[src/rtl/ddr2_host_pkg.sv]
// Shared opcodes, FSM states and request helpers for the DDR2 host requester.
package ddr2_host_pkg;

  localparam logic [2:0] CMD_NOP = 3'b000;
  localparam logic [2:0] CMD_SCR = 3'b001;
  localparam logic [2:0] CMD_SCW = 3'b010;
  localparam logic [2:0] CMD_BLR = 3'b011;
  localparam logic [2:0] CMD_BLW = 3'b100;

  localparam int         LEN_W      = 6;
  localparam logic [6:0] FILL_LIMIT = 7'd32;

  typedef enum logic [2:0] {
    INIT, WAIT_RDY, IDLE, WR_DATA, WR_CMD, RD_CMD, RD_FETCH, DRAIN
  } state_t;

  typedef struct packed {
    logic       write;
    logic       burst;
    logic       rank;
    logic [1:0] sz;
  } req_t;

  // Burst sizes are multiples of 8 words; a single transfer is one word.
  function automatic logic [LEN_W-1:0] sz_len(input logic burst, input logic [1:0] sz);
    return burst ? (LEN_W'(sz) + LEN_W'(1)) << 3 : LEN_W'(1);
  endfunction

  function automatic logic [2:0] req_cmd(input req_t r);
    if (r.write) return r.burst ? CMD_BLW : CMD_SCW;
    else         return r.burst ? CMD_BLR : CMD_SCR;
  endfunction

endpackage

[src/rtl/ddr2_host_rd_checker.sv]
// Read-return tracking: beat count, expected address, inter-beat timeout and
// the saturating error counter shared by address mismatches and timeouts.
module ddr2_host_rd_checker
  import ddr2_host_pkg::*;
#(
  parameter int ADDR_WIDTH     = 25,
  parameter int TIMEOUT_CYCLES = 1024
) (
  input  logic                  CLK,
  input  logic                  RESETBAR,
  input  logic                  start,
  input  logic                  active,
  input  logic [ADDR_WIDTH-1:0] base,
  input  logic [LEN_W-1:0]      len,
  input  logic                  VALIDOUT,
  input  logic [15:0]           DOUT,
  input  logic [ADDR_WIDTH-1:0] RADDR,
  output logic                  rsp_valid,
  output logic                  rsp_last,
  output logic                  rsp_err,
  output logic [15:0]           rsp_data,
  output logic [ADDR_WIDTH-1:0] rsp_addr,
  output logic                  done,
  output logic                  timeout,
  output logic [15:0]           err_count
);

  localparam int TW = $clog2(TIMEOUT_CYCLES + 1);

  logic [LEN_W-1:0]      beat_cnt;
  logic [TW-1:0]         tmo_cnt;
  logic [ADDR_WIDTH-1:0] exp_addr;
  logic                  beat, last, mismatch;

  assign exp_addr = base + ADDR_WIDTH'(beat_cnt);
  assign beat     = active && VALIDOUT;
  assign last     = (beat_cnt == len - LEN_W'(1));
  assign mismatch = (RADDR != exp_addr);
  // tmo_cnt holds idle cycles already elapsed, so this fires on idle cycle TIMEOUT_CYCLES.
  assign timeout  = active && !VALIDOUT && (tmo_cnt == TW'(TIMEOUT_CYCLES - 1));
  assign done     = (beat && last) || timeout;

  assign rsp_valid = beat || timeout;
  assign rsp_last  = done;
  assign rsp_err   = (beat && mismatch) || timeout;
  assign rsp_data  = beat ? DOUT : '0;
  assign rsp_addr  = beat ? RADDR : (timeout ? exp_addr : '0);

  always_ff @(posedge CLK or negedge RESETBAR) begin
    if (!RESETBAR) begin
      beat_cnt  <= '0;
      tmo_cnt   <= '0;
      err_count <= '0;
    end else begin
      if (start) begin
        beat_cnt <= '0;
        tmo_cnt  <= '0;
      end else if (beat) begin
        beat_cnt <= beat_cnt + LEN_W'(1);
        tmo_cnt  <= '0;
      end else if (active) begin
        tmo_cnt  <= tmo_cnt + TW'(1);
      end
      if (rsp_err && err_count != 16'hFFFF) err_count <= err_count + 16'd1;
    end
  end

endmodule

[src/rtl/ddr2_host_requester.sv]
// Host-side master for the DDR2 controller FIFO interface; one transaction
// in flight, write data staged before the command, read beats address-checked.
module ddr2_host_requester
  import ddr2_host_pkg::*;
#(
  parameter int ADDR_WIDTH     = 25,
  parameter int TIMEOUT_CYCLES = 1024
) (
  input  logic                  CLK,
  input  logic                  RESETBAR,
  input  logic                  READY,
  input  logic                  NOTFULL,
  input  logic [6:0]            FILLCOUNT,
  input  logic [15:0]           DOUT,
  input  logic [ADDR_WIDTH-1:0] RADDR,
  input  logic                  VALIDOUT,
  output logic                  INITDDR,
  output logic [2:0]            CMD,
  output logic [1:0]            SZ,
  output logic [ADDR_WIDTH-1:0] ADDR,
  output logic                  RANK_SEL,
  output logic                  cmd_put,
  output logic [15:0]           DIN,
  output logic                  put_dataFIFO,
  output logic                  FETCHING,
  input  logic                  req_valid,
  output logic                  req_ready,
  input  logic                  req_write,
  input  logic                  req_burst,
  input  logic                  req_rank,
  input  logic [1:0]            req_sz,
  input  logic [ADDR_WIDTH-1:0] req_addr,
  input  logic                  wr_valid,
  output logic                  wr_ready,
  input  logic [15:0]           wr_data,
  output logic                  rsp_valid,
  output logic                  rsp_last,
  output logic                  rsp_err,
  output logic [15:0]           rsp_data,
  output logic [ADDR_WIDTH-1:0] rsp_addr,
  output logic                  busy,
  output logic [15:0]           err_count
);

  state_t                state, nxt;
  req_t                  req_q, req_in;
  logic [ADDR_WIDTH-1:0] addr_q;
  logic [LEN_W-1:0]      len_q, wr_cnt;
  logic [1:0]            drain_cnt;
  logic                  req_fire, push, rd_done, rd_tmo, initddr_q, busy_q;

  assign req_in   = '{write: req_write, burst: req_burst, rank: req_rank,
                      sz: req_burst ? req_sz : 2'b00};
  assign req_fire = req_valid && req_ready;
  assign push     = wr_valid && wr_ready;

  always_ff @(posedge CLK or negedge RESETBAR) begin
    if (!RESETBAR) state <= INIT;
    else           state <= nxt;
  end

  always_comb begin
    nxt = state;
    case (state)
      INIT:     nxt = WAIT_RDY;
      WAIT_RDY: if (READY) nxt = IDLE;
      IDLE:     if (!READY) nxt = WAIT_RDY;
                else if (req_valid) nxt = req_write ? WR_DATA : RD_CMD;
      WR_DATA:  if (push && wr_cnt == len_q - LEN_W'(1)) nxt = WR_CMD;
      WR_CMD:   if (NOTFULL) nxt = IDLE;
      RD_CMD:   if (NOTFULL) nxt = RD_FETCH;
      RD_FETCH: if (rd_tmo) nxt = DRAIN;
                else if (rd_done) nxt = IDLE;
      DRAIN:    if (drain_cnt == 2'd3) nxt = IDLE;
      default:  nxt = INIT;
    endcase
  end

  always_comb begin
    req_ready    = (state == IDLE) && READY;
    wr_ready     = (state == WR_DATA) && (wr_cnt < len_q) && (FILLCOUNT < FILL_LIMIT);
    cmd_put      = (state == WR_CMD) || (state == RD_CMD);
    CMD          = cmd_put ? req_cmd(req_q) : CMD_NOP;
    SZ           = cmd_put ? req_q.sz : 2'b00;
    ADDR         = cmd_put ? addr_q : '0;
    RANK_SEL     = cmd_put && req_q.rank;
    put_dataFIFO = push;
    DIN          = push ? wr_data : '0;
    FETCHING     = (state == RD_FETCH) && !rd_done;
  end

  // INITDDR and busy are registered so both read 0 while reset is held.
  always_ff @(posedge CLK or negedge RESETBAR) begin
    if (!RESETBAR) begin
      req_q     <= '0;
      addr_q    <= '0;
      len_q     <= '0;
      wr_cnt    <= '0;
      drain_cnt <= '0;
      initddr_q <= 1'b0;
      busy_q    <= 1'b0;
    end else begin
      initddr_q <= (state == INIT);
      busy_q    <= (nxt != IDLE);
      if (req_fire) begin
        req_q  <= req_in;
        addr_q <= req_addr;
        len_q  <= sz_len(req_burst, req_sz);
        wr_cnt <= '0;
      end else if (push) begin
        wr_cnt <= wr_cnt + LEN_W'(1);
      end
      drain_cnt <= (state == DRAIN) ? drain_cnt + 2'd1 : 2'd0;
    end
  end

  assign INITDDR = initddr_q;
  assign busy    = busy_q;

  ddr2_host_rd_checker #(
    .ADDR_WIDTH    (ADDR_WIDTH),
    .TIMEOUT_CYCLES(TIMEOUT_CYCLES)
  ) u_rd_chk (
    .CLK      (CLK),
    .RESETBAR (RESETBAR),
    .start    ((state == RD_CMD) && NOTFULL),
    .active   (state == RD_FETCH),
    .base     (addr_q),
    .len      (len_q),
    .VALIDOUT (VALIDOUT),
    .DOUT     (DOUT),
    .RADDR    (RADDR),
    .rsp_valid(rsp_valid),
    .rsp_last (rsp_last),
    .rsp_err  (rsp_err),
    .rsp_data (rsp_data),
    .rsp_addr (rsp_addr),
    .done     (rd_done),
    .timeout  (rd_tmo),
    .err_count(err_count)
  );

endmodule

[config.mk]
export PLATFORM = sky130hd
export DESIGN_NAME = ddr2_host_requester
export DESIGN_NICKNAME = d
export VERILOG_FILES = /design/src/rtl/ddr2_host_pkg.sv /design/src/rtl/ddr2_host_rd_checker.sv /design/src/rtl/ddr2_host_requester.sv
export SDC_FILE = /design/constraint.sdc
export NUM_CORES = 1
export LEC_CHECK = 0
export ABC_AREA = 1
export CORE_MARGIN = 1
export CORE_UTILIZATION = 52
export DETAILED_ROUTE_END_ITERATION = 6
export PLACE_DENSITY_LB_ADDON = 0.08
export SYNTH_ARGS = -nofsm -noshare
export SYNTH_HDL_FRONTEND = slang
export SYNTH_HIERARCHICAL = 1
export SYNTH_SLANG_ARGS = --single-unit
[constraint.sdc]
create_clock -name CLK -period 5.25 [get_ports CLK]
set_input_delay 1.05 -clock CLK [delete_from_list [all_inputs] [get_ports CLK]]
set_output_delay 1.05 -clock CLK [all_outputs]
set_load 0.01 [all_outputs]
Word-level counts from Yosys, hierarchy flattened
Cells that the tools add are included.
Storage, ports and cells
  register bits after elaboration: 82
  bits of input ports: 101
  output and inout bits: 114
  word-level logic and storage cells: 94
Operators by class
  add/sub/neg operators: 8
  order comparisons: 2
  eq/ne operators: 14
  multiplexer cells: 31
  reduce and logical (&&, ||, !) cells: 25
Operators with widths (count)
  2-to-1 mux 25 bit: 3
  2-to-1 mux 3 bit: 13
  2-to-1 mux 11 bit: 3
  2-to-1 mux 16 bit: 2
  2-to-1 mux 6 bit: 5
  adder 25 x 6 -> 25 bit: 1
  inequality test 25 bit: 1
  case mux 3 bit (8 select lines): 1
  adder 16 x 1 -> 16 bit, second input constant: 1
  inequality test 16 bit, second input constant: 1
  logical AND 1 bit: 15
  adder 6 x 1 -> 6 bit, second input constant: 2
  equality test 3 bit, second input constant: 4
  equality test 6 bit: 2
  adder 11 x 1 -> 11 bit, second input constant: 1
  equality test 11 x 10 -> 1 bit, second input constant: 1
  2-to-1 mux 2 bit: 4
  < comparator 7 x 6 -> 1 bit, second input constant: 1
  equality test 3 x 2 -> 1 bit, second input constant: 2
  < comparator 6 bit: 1
  subtractor 6 x 1 -> 6 bit, second input constant: 1
  logical OR 1 bit: 4
  nonzero test 2 bit: 2
  adder 2 x 1 -> 3 bit, second input constant: 1
  other kinds (7): 8

Depth between registers and ports, before layout
  word-level depth: 8
  depth in mapped cells: 23
  depth with buffers taken out: 22

Hierarchy
The synthesis kept the hierarchy.
By module, submodules not included
  ddr2_host_rd_checker: times used 1, cells an instance 697, area each 4026.4 um^2, sequential area each 825.8 um^2
  ddr2_host_requester: times used 1, cells an instance 356, area each 2730.1 um^2, sequential area each 1176.1 um^2

Worst setup path before layout
OpenSTA, ideal clock, no wires.
  path type: register to output
  from: reg u_rd_chk.beat_cnt[0]
  to: out rsp_err
  data arrival time: 2361 ps
  required time: 4200 ps
  slack: 1839 ps
  cell stages (with the launch flop): 21
  buffers on the path: 1
  path through: dfrtp_1 -> ha_1 -> inv_1 -> fa_1 -> inv_1 -> nand3_1 -> nand3_1 -> nand2_1 -> nand2_1 -> nand2_1 -> nand2_1 -> nand2_1 -> nand2_1 -> nand2_1 -> nor2_1 -> nand2_1 -> nor2_1 -> nand3_1 -> nand2_2 -> nand2_4 -> buf_2
Between the ends
  word-level cells in the longest chain between the ends: 4
Ends and longest elaborated chain
  start, declared: RTL line ddr2_host_rd_checker.sv:30  | logic [LEN_W-1:0] beat_cnt;
  start signal, assigned: RTL line ddr2_host_rd_checker.sv:59  | beat_cnt <= beat_cnt + LEN_W'(1);
  adder 25 x 6 -> 25 bit: RTL line ddr2_host_rd_checker.sv:35  | assign exp_addr = base + ADDR_WIDTH'(beat_cnt);
  inequality test 25 bit: RTL line ddr2_host_rd_checker.sv:38  | assign mismatch = (RADDR != exp_addr);
  logical AND 1 bit: RTL line ddr2_host_rd_checker.sv:45  | assign rsp_err = (beat && mismatch) || timeout;
  logical OR 1 bit: RTL line ddr2_host_rd_checker.sv:45
  end, declared: RTL line ddr2_host_requester.sv:38  | output logic rsp_err,
No other way between the ends.

Worst setup path in the final report
Ends and elaborated chain as after synthesis.

==> impl_metrics.toml <==
[global_route]
grt_pass1_vias = 6533
track_usage = 0.294
grt_pass1_wl_um = 30700
grt_max_degree = 81
grt-ovfl-total = 0
antenna_found_initial = 0

[final_layout]
drive_above_1_share = 0.0659
fin_nets = 1378
n_antenna_cell = 0
area_delta_synth_final_pct = 37.2
fill_cells = 1070

[outcome]
failed_checks = "design-rule violations"
status = "finished, violations left"

[clock_network]
cts_max_level = 3
cts_buffers = 9
clk_pin_slew_ns = 0.06
tritoncts = "done"
clk_latency_ns = 0.35
cts_buffer_depth = 2
cts-root-buf = "clkbuf_16"
cts_setup_buffers = 0
clock_sinks = 80
cts_hold_buf = 0
cts_resized = 0

[job]
maxCapViolations = 0

[critical_path]
crit_fanout = 21
cp_slowest_cell = "clkdlybuf4s50_1"
cp.required_ns = 4.20
end_kind = "primary output"
rrSetupSlack_ns = 2.04
worst_setup_path_start_kind = "register"
crit_chain = "ha_1 -> inv_1 -> fa_1 -> inv_1 -> nand3_1 -> nand3_1 -> nand2_1 -> nand2_1 -> nand2_1 -> nand2_1 -> nand2_1 -> nand2_1 -> nand2_1 -> nor2_1 -> nand2_1 -> nor2_1 -> nand3_1 -> nand2_2 -> nand2_4 -> clkdlybuf4s50_1"
cp_common_cell = "nand2_1"
critPathMaxStageDelay_ns = 0.53
criticalPathCategory = "reg -> out"
cp.arrival_ns = 3.60

[synthesis]
ys_types = 44
synth-seq-cells = 80
yosys_warnings = 6
syn-cell-area_mm2 = 0.00676
syn_inst = 1053
synth-edff-count = 0
seq_area_frac_synth = 0.296
async_reset_ff_frac = 1.00
syn_area_per_cell_um2 = 6.42
synth_flop_cell = "dfrtp_1"

[sta]
setup_viol = 0
timing.hold.ws_ns = 0.437
tns_ns = 0
finalMaxSlewViolations = 0
max_freq_mhz = 215
rsz0062_at_grt = "false"
skew_ns = 0.00626
relSlewSlack = 0.325
hold_viol = 0
fin_crit_sh = 0.886
period_minus_slack_ns = 4.65
worstMarginPinSlew_ns = 1.01

[power]
ir_drop_mv = 0.403
power.leakage_nw = 4.53
power_density_mw_per_mm2 = 393

[hold_path]
hold_path_class = "reg -> reg"

[floorplanning]
start_util = 0.535
io_pins = 215
die_area_mm2 = 0.0135
die-height_um = 116
row_count = 41
core-area_mm2 = 0.0126
die_w_um = 116

[drt]
ant_nets = 0
wirelength_um = 19500
drc = 4
drt_first_pass_iters = 7
drt_iter0_drc = 452
vias = 7337
avgViaCountPerCell = 5.12
wl_per_cell_um = 13.6

[placed_design]
dpl.hpwl_um = 15000
portBuffers = 209
gp_congestion = 0.972
[critical path, delay by kind of cell, from the launching register on]
kind / cells / cell delay, ns
buffers and inverters: 3 / 0.75
and+or+nand+nor: 15 / 1.38
adders and majority gates: 2 / 0.69
DFF: 1 / 0.42
[sequential cells by signal (all words and copies together), names as in the netlist]
name and count:
INITDDR 1, addr_q 25, busy 1, drain_cnt 2, len_q 4, req_q 5, state 3, u_rd_chk/beat_cnt 6
u_rd_chk/err_count 16, u_rd_chk/tmo_cnt 11, wr_cnt 6
[logic make-up after synthesis]
family                   Yosys count  share of synthesized area
AND/OR/NAND/NOR                  594                      0.403
buffers and inverters            228                      0.142
AO/OA/AOI/OAI                    102                     0.0815
flip-flops                        80                      0.296
XOR/XNOR                          28                     0.0383
adder cells (fa/ha/maj)           20                     0.0381
other                              1                   0.000555
[report_power, final]
group / switching, mW / internal [mW]
Combinational: 1.07 / 0.726
Sequential: 0.286 / 0.833
Clock: 0.242 / 0.485
[synthesized netlist by cell type, types with 7 or more instances]
library cell	n	area, um2
a21oi_1	12	60.1
clkbuf_1	7	26.3
dfrtp_1	80	2000
ha_1	19	238
inv_1	195	732
inv_2	7	26.3
nand2_1	252	946
nand2_2	16	100
nand3_1	129	646
nand4_1	15	93.8
nor2_1	115	432
nor2_2	13	81.3
nor2_4	11	124
nor3_1	18	90.1
o21ai_0	43	215
o21ai_1	28	140
o22ai_1	12	75.1
xor2_1	22	193
[final timing paths]
path / depth (start not counted) / from / end
min reg2reg: 1 / drain_cnt[0] / drain_cnt[0]
max in group asynchronous: 1 / RESETBAR / u_rd_chk/tmo_cnt[8]
min in group asynchronous: 1 / RESETBAR / u_rd_chk/err_count[7]
max: 20 / u_rd_chk/beat_cnt[0] / rsp_err
min: 1 / drain_cnt[0] / drain_cnt[0]
max reg2reg: 22 / u_rd_chk/beat_cnt[0] / u_rd_chk/err_count[15]
[layer usage]
layer,vias up,track usage,share of wire
met5,-,0,0
met4,0,0.0897,0.021
met3,39,0.0659,0.079
met2,297,0.505,0.47
met1,3274,0.366,0.43
li1,3727,-,-
[cell type report]
class	instances	area (um2)	share of cell area
Multi-Input combinational cell	749	3820	0.412
Timing Repair Buffer	213	2120	0.229
Sequential cell	80	2000	0.216
Inverter	204	773	0.0834
Clock buffer	11	253	0.0273
Tap cell	172	215	0.0232
Clock inverter	3	90.1	0.00972
[placed cells by master, fill, tap and decap left out, types with 11 or more instances in the layout]
cell / Yosys / routed
a21oi_1: 12 / 12
clkdlybuf4s50_1: 0 / 208
dfrtp_1: 80 / 80
ha_1: 19 / 19
inv_1: 195 / 195
nand2_1: 252 / 252
nand2_2: 16 / 16
nand3_1: 129 / 129
nand4_1: 15 / 15
nor2_1: 115 / 115
nor2_2: 13 / 13
nor2_4: 11 / 11
nor3_1: 18 / 18
o21ai_0: 43 / 43
o21ai_1: 28 / 28
o22ai_1: 12 / 12
xor2_1: 22 / 22
[metrics by stage]
step	instance area, um2	setup WS, ns	utilization	power, mW	std cells
2_1_floorplan	6770	1.84	-	2.29	1057
3_3_place_gp	8930	0.913	0.707	2.85	1418
3_5_place_dp	8930	0.886	0.707	2.89	1418
4_1_cts	9270	0.609	0.734	3.65	1432
5_1_grt	9270	0.251	0.734	3.96	1432
6_report	9270	0.598	0.734	3.64	1432
Power figures use the tool's default switching activity.
